**config.mk**
```make
export PLATFORM = sky130hd
export DESIGN_NAME = cic_decimate_comb_flat
export DESIGN_NICKNAME = d
export VERILOG_FILES = /design/src/rtl/cic_decimate_comb_if.sv /design/src/rtl/cic_decimate_comb.sv /design/src/flat_wrapper.sv
export SDC_FILE = /design/constraint.sdc
export NUM_CORES = 1
export LEC_CHECK = 0
export ABC_CLOCK_PERIOD_IN_PS = 3900
export CAP_MARGIN = 15
export CORE_UTILIZATION = 25
export DETAILED_ROUTE_END_ITERATION = 8
export GPL_ROUTABILITY_DRIVEN = 0
export PLACE_DENSITY_LB_ADDON = 0.15
export SLEW_MARGIN = 20
export SYNTH_ARGS = -nofsm -noshare
export SYNTH_HDL_FRONTEND = slang
export SYNTH_SLANG_ARGS = --single-unit
```
**constraint.sdc**
```tcl
create_clock -name clk_i -period 3.9 [get_ports clk_i]
set_input_delay 0.39 -clock clk_i [delete_from_list [all_inputs] [get_ports clk_i]]
set_output_delay 0.39 -clock clk_i [all_outputs]
set_load 0.02 [all_outputs]
```
**src/rtl/cic_decimate_comb_if.sv**
```systemverilog
// Stream bundle between the integrator, the decimating comb stage and the
// next stage. The upstream side drives en_i/data_i/valid_i and the comb
// stage drives data_o/valid_o.
//
// Handshake: there is no backpressure. A sample is accepted on every rising
// edge where en_i & valid_i is high. valid_o is a one-cycle strobe meaning
// that data_o was updated on the preceding edge.
interface cic_decimate_comb_if #(
    parameter int I_BW = 8,
    parameter int O_BW = 9
);
    logic                   en_i;
    logic signed [I_BW-1:0] data_i;
    logic                   valid_i;
    logic signed [O_BW-1:0] data_o;
    logic                   valid_o;

    // Upstream driver side
    modport master (
        output en_i, data_i, valid_i,
        input  data_o, valid_o
    );

    // Comb stage side
    modport slave (
        input  en_i, data_i, valid_i,
        output data_o, valid_o
    );
endinterface

```
**src/rtl/cic_decimate_comb.sv**
```systemverilog
// Decimating comb stage of a CIC decimator. It keeps the last sample of every
// group of R accepted integrator samples and computes y[k] = x[k] - x[k-M]
// on that decimated stream. The subtraction wraps modulo 2^O_BW on purpose,
// so integrator overflow cancels out.
module cic_decimate_comb #(
    parameter int I_BW = 8,
    parameter int O_BW = 9,
    parameter int R    = 4,
    parameter int M    = 1
) (
    input logic                clk_i,
    input logic                rst_n_i,
    cic_decimate_comb_if.slave bus
);
    localparam int CW = (R > 1) ? $clog2(R) : 1;

    logic [CW-1:0]          cnt;
    logic signed [O_BW-1:0] dl [M];
    logic signed [O_BW-1:0] data_q;
    logic                   valid_q;
    logic signed [O_BW-1:0] x;
    logic                   last;

    // Sign-extend the integrator sample to the output width before differencing.
    assign x    = O_BW'(bus.data_i);
    assign last = (cnt == CW'(R - 1));

    // Decimation counter, delay line and registered comb output.
    // en_i low clears everything and overrides a coincident take.
    always_ff @(posedge clk_i or negedge rst_n_i) begin
        if (!rst_n_i) begin
            cnt     <= '0;
            for (int i = 0; i < M; i++) dl[i] <= '0;
            data_q  <= '0;
            valid_q <= 1'b0;
        end else if (!bus.en_i) begin
            cnt     <= '0;
            for (int i = 0; i < M; i++) dl[i] <= '0;
            data_q  <= '0;
            valid_q <= 1'b0;
        end else begin
            valid_q <= 1'b0;
            if (bus.valid_i) begin
                if (last) begin
                    cnt     <= '0;
                    data_q  <= x - dl[M-1];
                    dl[0]   <= x;
                    for (int i = 1; i < M; i++) dl[i] <= dl[i-1];
                    valid_q <= 1'b1;
                end else begin
                    cnt <= cnt + 1'b1;
                end
            end
        end
    end

    assign bus.data_o  = data_q;
    assign bus.valid_o = valid_q;
endmodule

```
**src/flat_wrapper.sv**
```systemverilog
// flat-port wrapper written by rule: the top's interface ports become plain ports
module cic_decimate_comb_flat 
#(
    parameter int I_BW = 8,
    parameter int O_BW = 9,
    parameter int R    = 4,
    parameter int M    = 1
)
  (clk_i, rst_n_i, bus_en_i, bus_data_i, bus_valid_i, bus_data_o, bus_valid_o);
  cic_decimate_comb_if #(.I_BW(I_BW), .O_BW(O_BW)) bus_i ();
  input logic clk_i;
  input logic rst_n_i;
  input wire logic [$bits(bus_i.en_i)-1:0] bus_en_i;
  input wire logic [$bits(bus_i.data_i)-1:0] bus_data_i;
  input wire logic [$bits(bus_i.valid_i)-1:0] bus_valid_i;
  output wire logic [$bits(bus_i.data_o)-1:0] bus_data_o;
  output wire logic [$bits(bus_i.valid_o)-1:0] bus_valid_o;
  assign bus_i.en_i = bus_en_i;
  assign bus_i.data_i = bus_data_i;
  assign bus_i.valid_i = bus_valid_i;
  assign bus_data_o = bus_i.data_o;
  assign bus_valid_o = bus_i.valid_o;
  cic_decimate_comb #(.I_BW(I_BW), .O_BW(O_BW), .R(R), .M(M)) u_core (.clk_i(clk_i), .rst_n_i(rst_n_i), .bus(bus_i));
endmodule
```
# After elaboration in Yosys (flattened, before gate mapping)
# Index checks and enable logic that the tools add are counted.
dict set report word_totals {
  ff_bits 21
  inputBits 12
  wordCells 22
}
dict set report op_classes {
  n_reduce_logical 1
  eq_ne 3
  addsub 2
  n_mux 12
}
# op n
set ops {}
lappend ops {{9-bit 2-to-1 mux} 6}
lappend ops {{8-bit by 9-bit subtractor with 9-bit output} 1}
lappend ops {{2-bit 2-to-1 mux} 3}
lappend ops {{2-bit by 1-bit != test with 1-bit output (second input constant)} 2}
lappend ops {{1-bit 2-to-1 mux} 3}
lappend ops {{2-bit by 1-bit adder with 2-bit output (second input constant)} 1}
lappend ops {{2-bit equality test (second input constant)} 1}
lappend ops {{2-bit AND reduction} 1}

# Longest topological paths before layout
# Gate-level depths: netlist of the first run.
dict set report depth {
  ltp_word 4
  mapped_depth 8
  ltp_nobuf 8
}

# Worst setup path after synthesis of the first run
# No wires, ideal clock.
dict set report synth_timing {
  path_type {input port to flip-flop}
  startpoint {input port bus_data_i[0]}
  endpoint {register u_core.data_q[6], in the netlist u_core.bus.data_o[6]}
  t_arrival_ns 1.613
  path_buffers 0
  stages 8
  setup_ns 0.069
  slack_ns 2.218
  cell_sequence {inv_1 > ha_1 > inv_1 > fa_1 > a21oi_1 > o211a_1 > or4_1 > nand3_1}
}
dict set report synth_via {
  elab_chain_cells 4
}
# item line
set synth_rtl {}
lappend synth_rtl {{start, declared} flat_wrapper.sv:14} ;# input wire logic [$bits(bus_i.data_i)-1:0] bus_data_i;
lappend synth_rtl {{8-bit by 9-bit subtractor with 9-bit output} cic_decimate_comb.sv:46} ;# data_q <= x - dl[M-1];
lappend synth_rtl {{9-bit 2-to-1 mux} cic_decimate_comb.sv:44} ;# if (last) begin
lappend synth_rtl {{9-bit 2-to-1 mux} cic_decimate_comb.sv:43} ;# if (bus.valid_i) begin
lappend synth_rtl {{9-bit 2-to-1 mux} cic_decimate_comb.sv:36} ;# end else if (!bus.en_i) begin
lappend synth_rtl {{end signal, assigned} cic_decimate_comb.sv:46}
lappend synth_rtl {{end, declared} cic_decimate_comb.sv:19} ;# logic signed [O_BW-1:0] data_q;
# No other way between the ends. The select of a mux whose other input is x is not followed.
# A chain may end at the register's enable or synchronous reset.

# Final worst setup path of the first run
# Same ends and word-level chain as after synthesis.

==> metrics.log, run 1 <==
INFO  metric setup.worst_path.end_class = flop
INFO  metric grt_max_degree = 22
INFO  metric syn_nets = 158
INFO  metric finalPower = 418 uW
INFO  metric coreArea = 4500 um2
INFO  metric drt_wl_total = 2780 um
INFO  metric antennaDiodeCount = 0
INFO  metric max_slew_margin = 59.2%
INFO  metric initialDrtViolationCount = 50
INFO  metric antenna_violations_before_repair = 0
INFO  metric clkLatencyLatePin = 0.26 ns
INFO  metric cts_post_setup_buffers_inserted = 0
INFO  metric route.detailed.wl_per_inst = 13.5 um
INFO  metric finalCoreUtilization = 32.8%
INFO  metric floorplan.initialDensity = 26.8%
INFO  metric drc_errors = 0
INFO  metric hold_viol_final = 0
INFO  metric ant_nets = 0
INFO  metric critPathMaxFanout = 3
INFO  metric timing.setup.tns = 0 ns
INFO  metric grt_pass1_vias = 947
INFO  metric post_synth.cell_area_avg = 8.88 um2
INFO  metric grt_pass1_wl = 4660 um
INFO  metric drive_above_1_share = 5.19%
INFO  metric ys_seq_area_share = 41.5%
INFO  metric cellLeakagePower = 0.613 nW
INFO  metric final-instance-count-excl-fill = 206
INFO  metric finalSetupViolations = 0
INFO  metric post_synth_instance_area = 1210 um2
INFO  metric die_area = 5110 um2
INFO  metric max-clock-path-buffers = 2
INFO  metric ratio_of_final_minimum_period_to_clock_period = 51.7%
INFO  metric max-cap-violations = 0
INFO  metric netlist.top_cell.by_area = dfrtp_1
INFO  metric fp.dieW = 71.5 um
INFO  metric run_status = complete, no violations
INFO  metric synth.area.top_cells = dfrtp_1 41%, ha_1 9.3%, nand2_1 6.8%
INFO  metric grt_setup_unrepaired = no
INFO  metric globalRoute.totalOverflow = 0
INFO  metric hp-class = input pin to asynchronous set/reset pin
INFO  metric ios = 22
INFO  metric cts_root_buffer = clkbuf_8
INFO  metric synth.distinct_cells = 38
INFO  metric critical_path_arrival = 2.22 ns
INFO  metric drt-pass1-iter-count = 4
INFO  metric ys_warn_count = 0
INFO  metric h_tree_level_count = 1
INFO  metric cts_tree = built
INFO  metric cts_hold_repair.buffers = 0
INFO  metric num_rows = 24
INFO  metric criticalPathCategory = input pin to flop
INFO  metric area_growth = 22.2%
INFO  metric slew_at_the_pin_with_the_worst_max_slew_slack = 0.612 ns
INFO  metric numClockSinks = 20
INFO  metric hpwlAfterDp = 1940 um
INFO  metric cp.required = 4.10 ns
INFO  metric start_kind = input pin
INFO  metric dieHeight = 71.5 um
INFO  metric timing_max_transition_violations_final = 0
INFO  metric placement.io_buffers = 21
INFO  metric fillerInstances = 496
INFO  metric ir_worst_vdd = 96.6 uV
INFO  metric synth_top_area_share = 41.5%
INFO  metric global_route.usage.total = 11.7%
INFO  metric final_period_minus_worst_setup_slack = 2.02 ns
INFO  metric synth.ff_latch_count = 20
INFO  metric final_nets = 178
INFO  metric powerDensity = 283 nW/um2
INFO  metric vias_after_detailed_routing = 997
INFO  metric syn_inst = 136
INFO  metric cts_resized = 0
INFO  metric final.setup_skew = 0.000923 ns
INFO  metric placed_cells = 203
INFO  metric route.detailed.vias_per_inst = 4.84
INFO  metric cts-buffers-inserted = 3
INFO  metric clk_pin_slew_worst_paths = 0.08 ns
INFO  metric max_clock_freq = 496 MHz
[synthesized netlist by cell type (all sizes together)]
cell	instances
dfrtp	20
nand4	2
nand3b	1
nand3	8
xnor2	3
mux2i	3
fa	1
buf	4
a31oi	1
a211oi	1
a21o	2
a211o	1
or3	1
nor3	1
o2111ai	1
or4	1
o211ai	2
nor2b	1
inv	13
and2	3
nor4b	1
o211a	1
a21oi	16
nor3b	1
nand2	23
ha	9
clkbuf	2
nand2b	1
nor2	6
o21ai	6
[flip-flops by register name, indices dropped and copies added, names as in the netlist]
name / cells
u_core.bus.data_o: 9
u_core.dl: 8
u_core.cnt: 2
u_core.bus.valid_o: 1
[cells in the final DEF, fill, tap and decap left out]
| cell | n |
|---|---|
| dfrtp_1 | 20 |
| a31oi_1 | 1 |
| and2_0 | 1 |
| nand2_2 | 1 |
| or4_1 | 1 |
| a211o_1 | 1 |
| o211ai_1 | 2 |
| a21oi_1 | 16 |
| nand3_2 | 1 |
| nor3_1 | 1 |
| o2111ai_1 | 1 |
| ha_1 | 9 |
| and2_1 | 2 |
| nor3b_1 | 1 |
| a211oi_1 | 1 |
| nor4b_1 | 1 |
| clkbuf_8 | 3 |
| nand3b_1 | 1 |
| clkdlybuf4s50_1 | 20 |
| buf_2 | 1 |
| mux2i_1 | 3 |
| nor2b_1 | 1 |
| or3_1 | 1 |
| o21ai_1 | 1 |
| nor2_1 | 6 |
| o211a_1 | 1 |
| o21ai_0 | 5 |
| a21o_2 | 1 |
| nand2_1 | 22 |
| xnor2_1 | 3 |
| nand4_1 | 2 |
| inv_1 | 12 |
| nand3_1 | 7 |
| a21o_1 | 1 |
| nand2b_1 | 1 |
| fa_1 | 1 |
| inv_2 | 1 |
[cells by family (layout without fill, tap and decap cells)]
| family | after synthesis | after routing | share of synthesized area (%) |
|---|---|---|---|
| flip-flops | 20 | 20 | 41.5 |
| AO/OA/AOI/OAI | 31 | 31 | 15.1 |
| XOR/XNOR | 3 | 3 | 2.18 |
| buffers and inverters | 19 | 37 | 7.67 |
| multiplexers | 3 | 3 | 2.49 |
| adder cells (fa/ha/maj) | 10 | 10 | 11.0 |
| AND/OR/NAND/NOR | 50 | 50 | 20.1 |
[area by class of cell]
class	instances	area, um2	area share [%]
tap	52	65.1	4.41
clock buffer	3	41.3	2.80
sequential	20	500	33.9
timing repair buffer	21	205	13.9
multi-input combinational	97	614	41.6
inverter	13	48.8	3.31
[critical path, cell delays in order]
cell and delay (ns):
clkdlybuf4s50_1 0.47, inv_1 0.05, ha_1 0.21, inv_1 0.07, fa_1 0.23, a21oi_1 0.09, o211a_1 0.23, or4_1 0.40
nand3_1 0.08
[metal layers]
metal	global-route usage [%]	vias to the layer above	routed length, um
met4	4.58	0	29
met1	16.6	470	1380
met3	1.97	4	98
li1	-	500	-
met5	0	-	0
met2	18.0	23	1270
[metrics by stage]
stage          setup slack (ns)  hold slack (ns)  cell area, um2
2_1_floorplan              2.22           0.0944            1210
3_3_place_gp               1.65            0.509            1440
3_5_place_dp               1.61            0.510            1440
4_1_cts                    1.88            0.530            1480
5_1_grt                    1.72            0.118            1480
6_report                   1.88           0.0784            1480
[path summary, 6_finish.rpt]
kind / slack [ns] / cells after the start / to / from
setup / recovery: 1.88 / 9 / u_core.bus.data_o[6]$_DFFE_PN0P_ / bus_data_i[0]
hold / removal: 0.08 / 1 / u_core.bus.data_o[2]$_DFFE_PN0P_ / rst_n_i
setup reg to reg: 2.16 / 7 / u_core.bus.data_o[6]$_DFFE_PN0P_ / u_core.dl[0]$_DFFE_PN0P_
hold reg to reg: 0.52 / 2 / u_core.dl[5]$_DFFE_PN0P_ / u_core.dl[5]$_DFFE_PN0P_
max in group asynchronous: 3.50 / 1 / u_core.dl[3]$_DFFE_PN0P_ / rst_n_i
min in group clk_i: 0.52 / 2 / u_core.dl[5]$_DFFE_PN0P_ / u_core.dl[5]$_DFFE_PN0P_
[report_power, final]
part	switching [mW]	internal (mW)
Combinational	0.0356	0.0283
Sequential	0.00226	0.211
Clock	0.0721	0.0689
Total	0.110	0.308
No activity file was read; power rests on OpenSTA's default activity.
==> run 2: changes to the inputs <==
--- a/config.mk
+++ b/config.mk
@@ -5,7 +5,7 @@
 export SDC_FILE = /design/constraint.sdc
 export NUM_CORES = 1
 export LEC_CHECK = 0
-export ABC_CLOCK_PERIOD_IN_PS = 3900
+export ABC_CLOCK_PERIOD_IN_PS = 2040
 export CAP_MARGIN = 15
 export CORE_UTILIZATION = 25
 export DETAILED_ROUTE_END_ITERATION = 8
==> constraint.sdc (replaced) <==
create_clock -name clk_i -period 2.04 [get_ports clk_i]
set_input_delay 0.204 -clock clk_i [delete_from_list [all_inputs] [get_ports clk_i]]
set_output_delay 0.204 -clock clk_i [all_outputs]
set_load 0.02 [all_outputs]
==> run 2 against run 1 <==
Effect of this change: sequential share of layout area shrank 1.6 points; critical endpoint unchanged; wire length grew 0.72%; global-route usage grew 0.35 points; sequential cell count is the same; utilization grew 1.6 points; combinational power grew 110%; die area is the same.
==> metrics.log, run 2 (synthesized netlist as in run 1, its figures left out) <==
INFO  metric global_route.usage.total = 12.1%
INFO  metric route.detailed.wl_per_inst = 13.0 um
INFO  metric ir_worst_vdd = 335 uV
INFO  metric run_status = complete, no violations
INFO  metric crit_slowest_cell = clkdlybuf4s50_1
INFO  metric cts_tree = built
INFO  metric clkLatencyLatePin = 0.26 ns
INFO  metric comb_power_share = 16.3%
INFO  metric final_period_minus_worst_setup_slack = 1.79 ns
INFO  metric timing_max_transition_violations_final = 0
INFO  metric criticalPathCategory = input pin to flop
INFO  metric area_growth = 28.2%
INFO  metric max-clock-path-buffers = 2
INFO  metric drc_errors = 0
INFO  metric drive_above_1_share = 9.82%
INFO  metric crit_chain = clkdlybuf4s50_1 > inv_1 > ha_1 > inv_1 > fa_1 > a21oi_1 > o211a_1 > or4_1 > nand3_1
INFO  metric critical_path_arrival = 1.98 ns
INFO  metric cp.required = 2.23 ns
INFO  metric ratio_of_final_minimum_period_to_clock_period = 87.8%
INFO  metric grt_pass1_wl = 4770 um
INFO  metric antennaDiodeCount = 0
INFO  metric max_slew_margin = 78.5%
INFO  metric worst-path-buf-inv = 3
INFO  metric detailedPlace.worstSlack = -0.0107 ns
INFO  metric dieHeight = 71.5 um
INFO  metric number_of_flip_flops_under_the_largest_register_name = 9
INFO  metric grt_max_degree = 21
INFO  metric numClockSinks = 20
INFO  metric coreArea = 4500 um2
INFO  metric placement.io_buffers = 21
INFO  metric clk_pin_slew_worst_paths = 0.08 ns
INFO  metric hpwlAfterDp = 2030 um
INFO  metric cts_resized = 0
INFO  metric fp.dieW = 71.5 um
INFO  metric path_delay_family = buffers and inverters
INFO  metric max_clock_freq = 558 MHz
INFO  metric final.setup.worst_slack = 0.249 ns
INFO  metric setup.worst_path.end_class = flop
INFO  metric vias_after_detailed_routing = 1004
INFO  metric register_area = 500 um2
INFO  metric die_area = 5110 um2
INFO  metric cts_hold_repair.buffers = 0
INFO  metric drt_wl_total = 2800 um
INFO  metric path_common_cell = inv_1
INFO  metric fillerInstances = 487
INFO  metric antenna_violations_before_repair = 0
INFO  metric cell_internal_pwr = 597 uW
INFO  metric grt_pass1_vias = 1012
INFO  metric share_seq_of_total_power = 50.8%
INFO  metric timing.setup.tns = 0 ns
INFO  metric start_kind = input pin
INFO  metric drt-pass1-iter-count = 4
INFO  metric cts-buffers-inserted = 3
INFO  metric max-cap-violations = 0
INFO  metric powerDensity = 518 nW/um2
INFO  metric cts_post_setup_buffers_inserted = 0
INFO  metric timing.critical_path.slowest_cell_delay = 0.48 ns
INFO  metric initialDrtViolationCount = 28
INFO  metric power.clock.fraction = 32.8%
INFO  metric ios = 22
INFO  metric globalRoute.totalOverflow = 0
INFO  metric layout_common_cells = 22 x nand2_1, 21 x clkdlybuf4s50_1, 20 x dfrtp_1, 16 x a21oi_1, 12 x inv_1
INFO  metric switchingPower = 205 uW
INFO  metric final_common_cell = nand2_1
INFO  metric critPathMaxFanout = 3
INFO  metric cellLeakagePower = 0.657 nW
INFO  metric finalSetupViolations = 0
INFO  metric h_tree_level_count = 1
INFO  metric final_nets = 187
INFO  metric multiInputGateArea = 614 um2
INFO  metric grt_setup_unrepaired = no
INFO  metric ant_nets = 0
INFO  metric slew_at_the_pin_with_the_worst_max_slew_slack = 0.322 ns
INFO  metric final.setup_skew = 0.00729 ns
INFO  metric hold_viol_final = 0
INFO  metric cts_root_buffer = clkbuf_8
INFO  metric switching_power_share_of_the_total = 25.6%
INFO  metric num_rows = 24
INFO  metric route.detailed.vias_per_inst = 4.67
INFO  metric floorplan.initialDensity = 26.8%
INFO  metric hp-class = input pin to asynchronous set/reset pin
## run 2: changes by cell type in the layout (fill, tap and decap cells not counted), sizes merged
cell,previous run,this run
buf,1,9
clkdlybuf4s50,20,21
## run 2: power by group through the flow
stage / registers [mW] / clock network (mW) / logic [mW]
4_1_cts: 0.407 / 0.278 / 0.133
5_1_grt: 0.409 / 0.295 / 0.147
2_1_floorplan: 0.417 / 0 / 0.0690
3_5_place_dp: 0.415 / 0 / 0.132
6_report: 0.408 / 0.263 / 0.131
3_3_place_gp: 0.415 / 0 / 0.130
## run 2: layer usage
layer	global-route usage (%)	share of wire [%]	up-vias
met4	2.61	0.61	0
met3	3.66	3.7	2
met5	0	0	-
met2	19.6	46	15
li1	-	-	520
met1	16.0	49	467
## run 2: path summary, 6_finish.rpt
kind | endpoint | slack (ns) | start | depth (start not counted)
worst max-delay path | u_core.bus.data_o[6]$_DFFE_PN0P_ | 0.25 | bus_data_i[0] | 9
worst min-delay path | u_core.bus.data_o[2]$_DFFE_PN0P_ | 0.29 | rst_n_i | 2
worst max register to register | u_core.bus.data_o[6]$_DFFE_PN0P_ | 0.34 | u_core.dl[4]$_DFFE_PN0P_ | 6
worst min register to register | u_core.dl[6]$_DFFE_PN0P_ | 0.53 | u_core.dl[6]$_DFFE_PN0P_ | 2
max in group asynchronous | u_core.dl[6]$_DFFE_PN0P_ | 1.52 | rst_n_i | 2
min in group clk_i | u_core.dl[7]$_DFFE_PN0P_ | 0.52 | bus_data_i[7] | 3
## run 2: stage by stage
step / utilization (%) / total power [mW] / hold WS (ns) / cell area [um2] / std cells
after CTS: 34.4 / 0.819 / 0.301 / 1550 / 215
final: 34.4 / 0.802 / 0.290 / 1550 / 215
after global routing: 34.4 / 0.851 / 0.304 / 1550 / 215
after global placement: 33.4 / 0.545 / 0.508 / 1510 / 212
after floorplan: - / 0.486 / -0.0916 / 1210 / 136
after detailed placement: 33.4 / 0.547 / 0.511 / 1510 / 212
## run 2: cell type report
cell class                 count  area share [%]
inverter                      13            3.15
multi-input combinational     97            39.7
sequential                    20            32.3
timing repair buffer          30            17.9
tap                           52            4.20
clock buffer                   3            2.67
==> run 3: changes to the inputs <==
--- a/config.mk
+++ b/config.mk
@@ -5,13 +5,12 @@
 export SDC_FILE = /design/constraint.sdc
 export NUM_CORES = 1
 export LEC_CHECK = 0
-export ABC_CLOCK_PERIOD_IN_PS = 2040
 export CAP_MARGIN = 15
 export CORE_UTILIZATION = 25
 export DETAILED_ROUTE_END_ITERATION = 8
 export GPL_ROUTABILITY_DRIVEN = 0
 export PLACE_DENSITY_LB_ADDON = 0.15
-export SLEW_MARGIN = 20
+export SLEW_MARGIN = 5
 export SYNTH_ARGS = -nofsm -noshare
 export SYNTH_HDL_FRONTEND = slang
 export SYNTH_SLANG_ARGS = --single-unit
==> constraint.sdc (replaced) <==
create_clock -name clk_i -period 1.9 [get_ports clk_i]
set_input_delay 0.19 -clock clk_i [delete_from_list [all_inputs] [get_ports clk_i]]
set_output_delay 0.19 -clock clk_i [all_outputs]
set_load 0.02 [all_outputs]
==> run 3 against run 2 <==
Effect of this change: clock power grew 27%; largest power group unchanged; combinational power rose by 14%; final area rose by 2.8%; register-to-register slack lost 0.11 ns; global-route usage decreased by 0.22 points; clock-buffer cell count rose by 1; sequential share of layout area fell by 0.89 points; utilization increased by 0.97 points; critical endpoint unchanged; worst setup slack lost 0.099 ns; total power rose by 15%.
==> metrics.log, run 3 (synthesized netlist as in run 1, its figures left out) <==
INFO  metric timing.reg2reg.worst_path_depth = 7
INFO  metric worstSetupStartpoint = bus_data_i[0]
INFO  metric cts_post_setup_buffers_inserted = 0
INFO  metric cts_resized = 0
INFO  metric cts-buffers-inserted = 3
INFO  metric initialDrtViolationCount = 10
INFO  metric clk_pin_slew_worst_paths = 0.08 ns
INFO  metric final.setup_skew = 0.00556 ns
INFO  metric run_status = complete, no violations
INFO  metric grt_pass1_vias = 1009
INFO  metric vias_after_detailed_routing = 1027
INFO  metric timing.critical_path.slowest_cell_delay = 0.48 ns
INFO  metric placement.io_buffers = 21
INFO  metric final_common_cell = nand2_1
INFO  metric criticalPathCategory = input pin to flop
INFO  metric ios = 22
INFO  metric hold_viol_final = 0
INFO  metric timing_max_transition_violations_final = 0
INFO  metric die_area = 5110 um2
INFO  metric grt_pass1_wl = 4620 um
INFO  metric crit_chain = clkdlybuf4s50_1 > inv_1 > ha_1 > inv_1 > fa_1 > a21oi_1 > o211a_1 > or4_1 > nand3_1
INFO  metric regToRegSetupSlack = 0.23 ns
INFO  metric cp.required = 2.10 ns
INFO  metric worstReg2RegEnd = u_core.bus.data_o[4]$_DFFE_PN0P_
INFO  metric num_rows = 24
INFO  metric grt_setup_unrepaired = no
INFO  metric drc_errors = 0
INFO  metric global_route.usage.total = 11.9%
INFO  metric powerDensity = 578 nW/um2
INFO  metric clkLatencyLatePin = 0.26 ns
INFO  metric drt_wl_total = 2870 um
INFO  metric critical_path_arrival = 1.95 ns
INFO  metric layout_common_cells = 22 x nand2_1, 21 x clkdlybuf4s50_1, 20 x dfrtp_1, 16 x a21oi_1, 13 x buf_4
INFO  metric numClockSinks = 20
INFO  metric final_period_minus_worst_setup_slack = 1.75 ns
INFO  metric max-clock-path-buffers = 2
INFO  metric number_of_flip_flops_under_the_largest_register_name = 9
INFO  metric route.detailed.vias_per_inst = 4.67
INFO  metric cts_tree = built
INFO  metric h_tree_level_count = 1
INFO  metric cts_hold_repair.buffers = 0
INFO  metric coreArea = 4500 um2
INFO  metric antennaDiodeCount = 0
INFO  metric fp.dieW = 71.5 um
INFO  metric max-cap-violations = 0
INFO  metric drive_above_1_share = 12.5%
INFO  metric area_growth = 31.8%
INFO  metric finalCoreUtilization = 35.3%
INFO  metric path_common_cell = inv_1
INFO  metric start_kind = input pin
INFO  metric slew_at_the_pin_with_the_worst_max_slew_slack = 0.282 ns
INFO  metric floorplan.initialDensity = 26.8%
INFO  metric timing.setup.tns = 0 ns
INFO  metric hpwlAfterDp = 2170 um
INFO  metric critPathMaxFanout = 3
INFO  metric cellLeakagePower = 0.683 nW
INFO  metric final_nets = 191
INFO  metric dieHeight = 71.5 um
INFO  metric grt_max_degree = 21
INFO  metric max_slew_margin = 81.2%
INFO  metric route.detailed.wl_per_inst = 13.1 um
INFO  metric hp-class = input pin to asynchronous set/reset pin
INFO  metric setup.worst_path.end_class = flop
INFO  metric drt-pass1-iter-count = 4
INFO  metric crit_slowest_cell = clkdlybuf4s50_1
INFO  metric max_clock_freq = 571 MHz
INFO  metric worst_setup_path_endpoint = u_core.bus.data_o[6]$_DFFE_PN0P_
INFO  metric ratio_of_final_minimum_period_to_clock_period = 92.1%
INFO  metric cts_root_buffer = clkbuf_8
INFO  metric ant_nets = 0
INFO  metric ir_worst_vdd = 230 uV
INFO  metric globalRoute.totalOverflow = 0
INFO  metric antenna_violations_before_repair = 0
INFO  metric regToRegStartpoint = u_core.dl[0]$_DFFE_PN0P_
INFO  metric finalSetupViolations = 0
INFO  metric hold-worst-slack = 0.278 ns
-- run 3: changes by cell type in the layout (fill, tap and decap cells not counted), sizes merged --
cell,before,now
buf,9,13
clkbuf,3,4
-- run 3: stage by stage --
| step | total power [mW] | area [um2] | setup slack [ns] | std cells |
|---|---|---|---|---|
| after floorplan | 0.522 | 1210 | 0.280 | 136 |
| after global placement | 0.593 | 1540 | -0.103 | 216 |
| after detailed placement | 0.596 | 1540 | -0.140 | 216 |
| after CTS | 0.941 | 1590 | 0.144 | 220 |
| after global routing | 0.966 | 1590 | 0.0432 | 220 |
| final | 0.920 | 1590 | 0.150 | 220 |
-- run 3: how the worst min path moves through the flow --
stage | from | to | cells after the start
after global placement | u_core.cnt[1]$_DFFE_PN0P_ | u_core.cnt[1]$_DFFE_PN0P_ | 2
after global routing | rst_n_i | u_core.dl[5]$_DFFE_PN0P_ | 2
after CTS | rst_n_i | u_core.dl[2]$_DFFE_PN0P_ | 2
after floorplan | rst_n_i | u_core.bus.data_o[0]$_DFFE_PN0P_ | 0
after detailed placement | u_core.bus.data_o[3]$_DFFE_PN0P_ | u_core.bus.data_o[3]$_DFFE_PN0P_ | 2
final | rst_n_i | u_core.dl[5]$_DFFE_PN0P_ | 2
-- run 3: layout make-up --
type	instances	area, um2
fill	476	2910
timing repair buffer	34	308
sequential	20	500
multi-input combinational	97	614
clock buffer	4	55.1
tap	52	65.1
inverter	13	48.8
-- run 3: routing by layer --
metal / wire length, um / up-vias / global-route usage, %
met4: 40 / 0 / 5.23
met2: 1380 / 12 / 19.8
met1: 1380 / 483 / 15.3
met3: 72 / 4 / 1.83
met5: 0 / - / 0
li1: - / 528 / -
-- run 3: power breakdown --
| part | total, mW | internal (mW) | switching (mW) |
|---|---|---|---|
| Sequential | 0.437 | 0.433 | 0.00423 |
| Combinational | 0.149 | 0.0721 | 0.0773 |
| Clock | 0.333 | 0.185 | 0.149 |
| Total | 0.920 | 0.689 | 0.230 |
-- run 3: critical path: cells and delay by family --
family	cells	cell delay [ns]
buffers and inverters	3	0.60
and+or+nand+nor	2	0.47
adders and majority gates	2	0.40
AOI/OAI and AO/OA	2	0.29
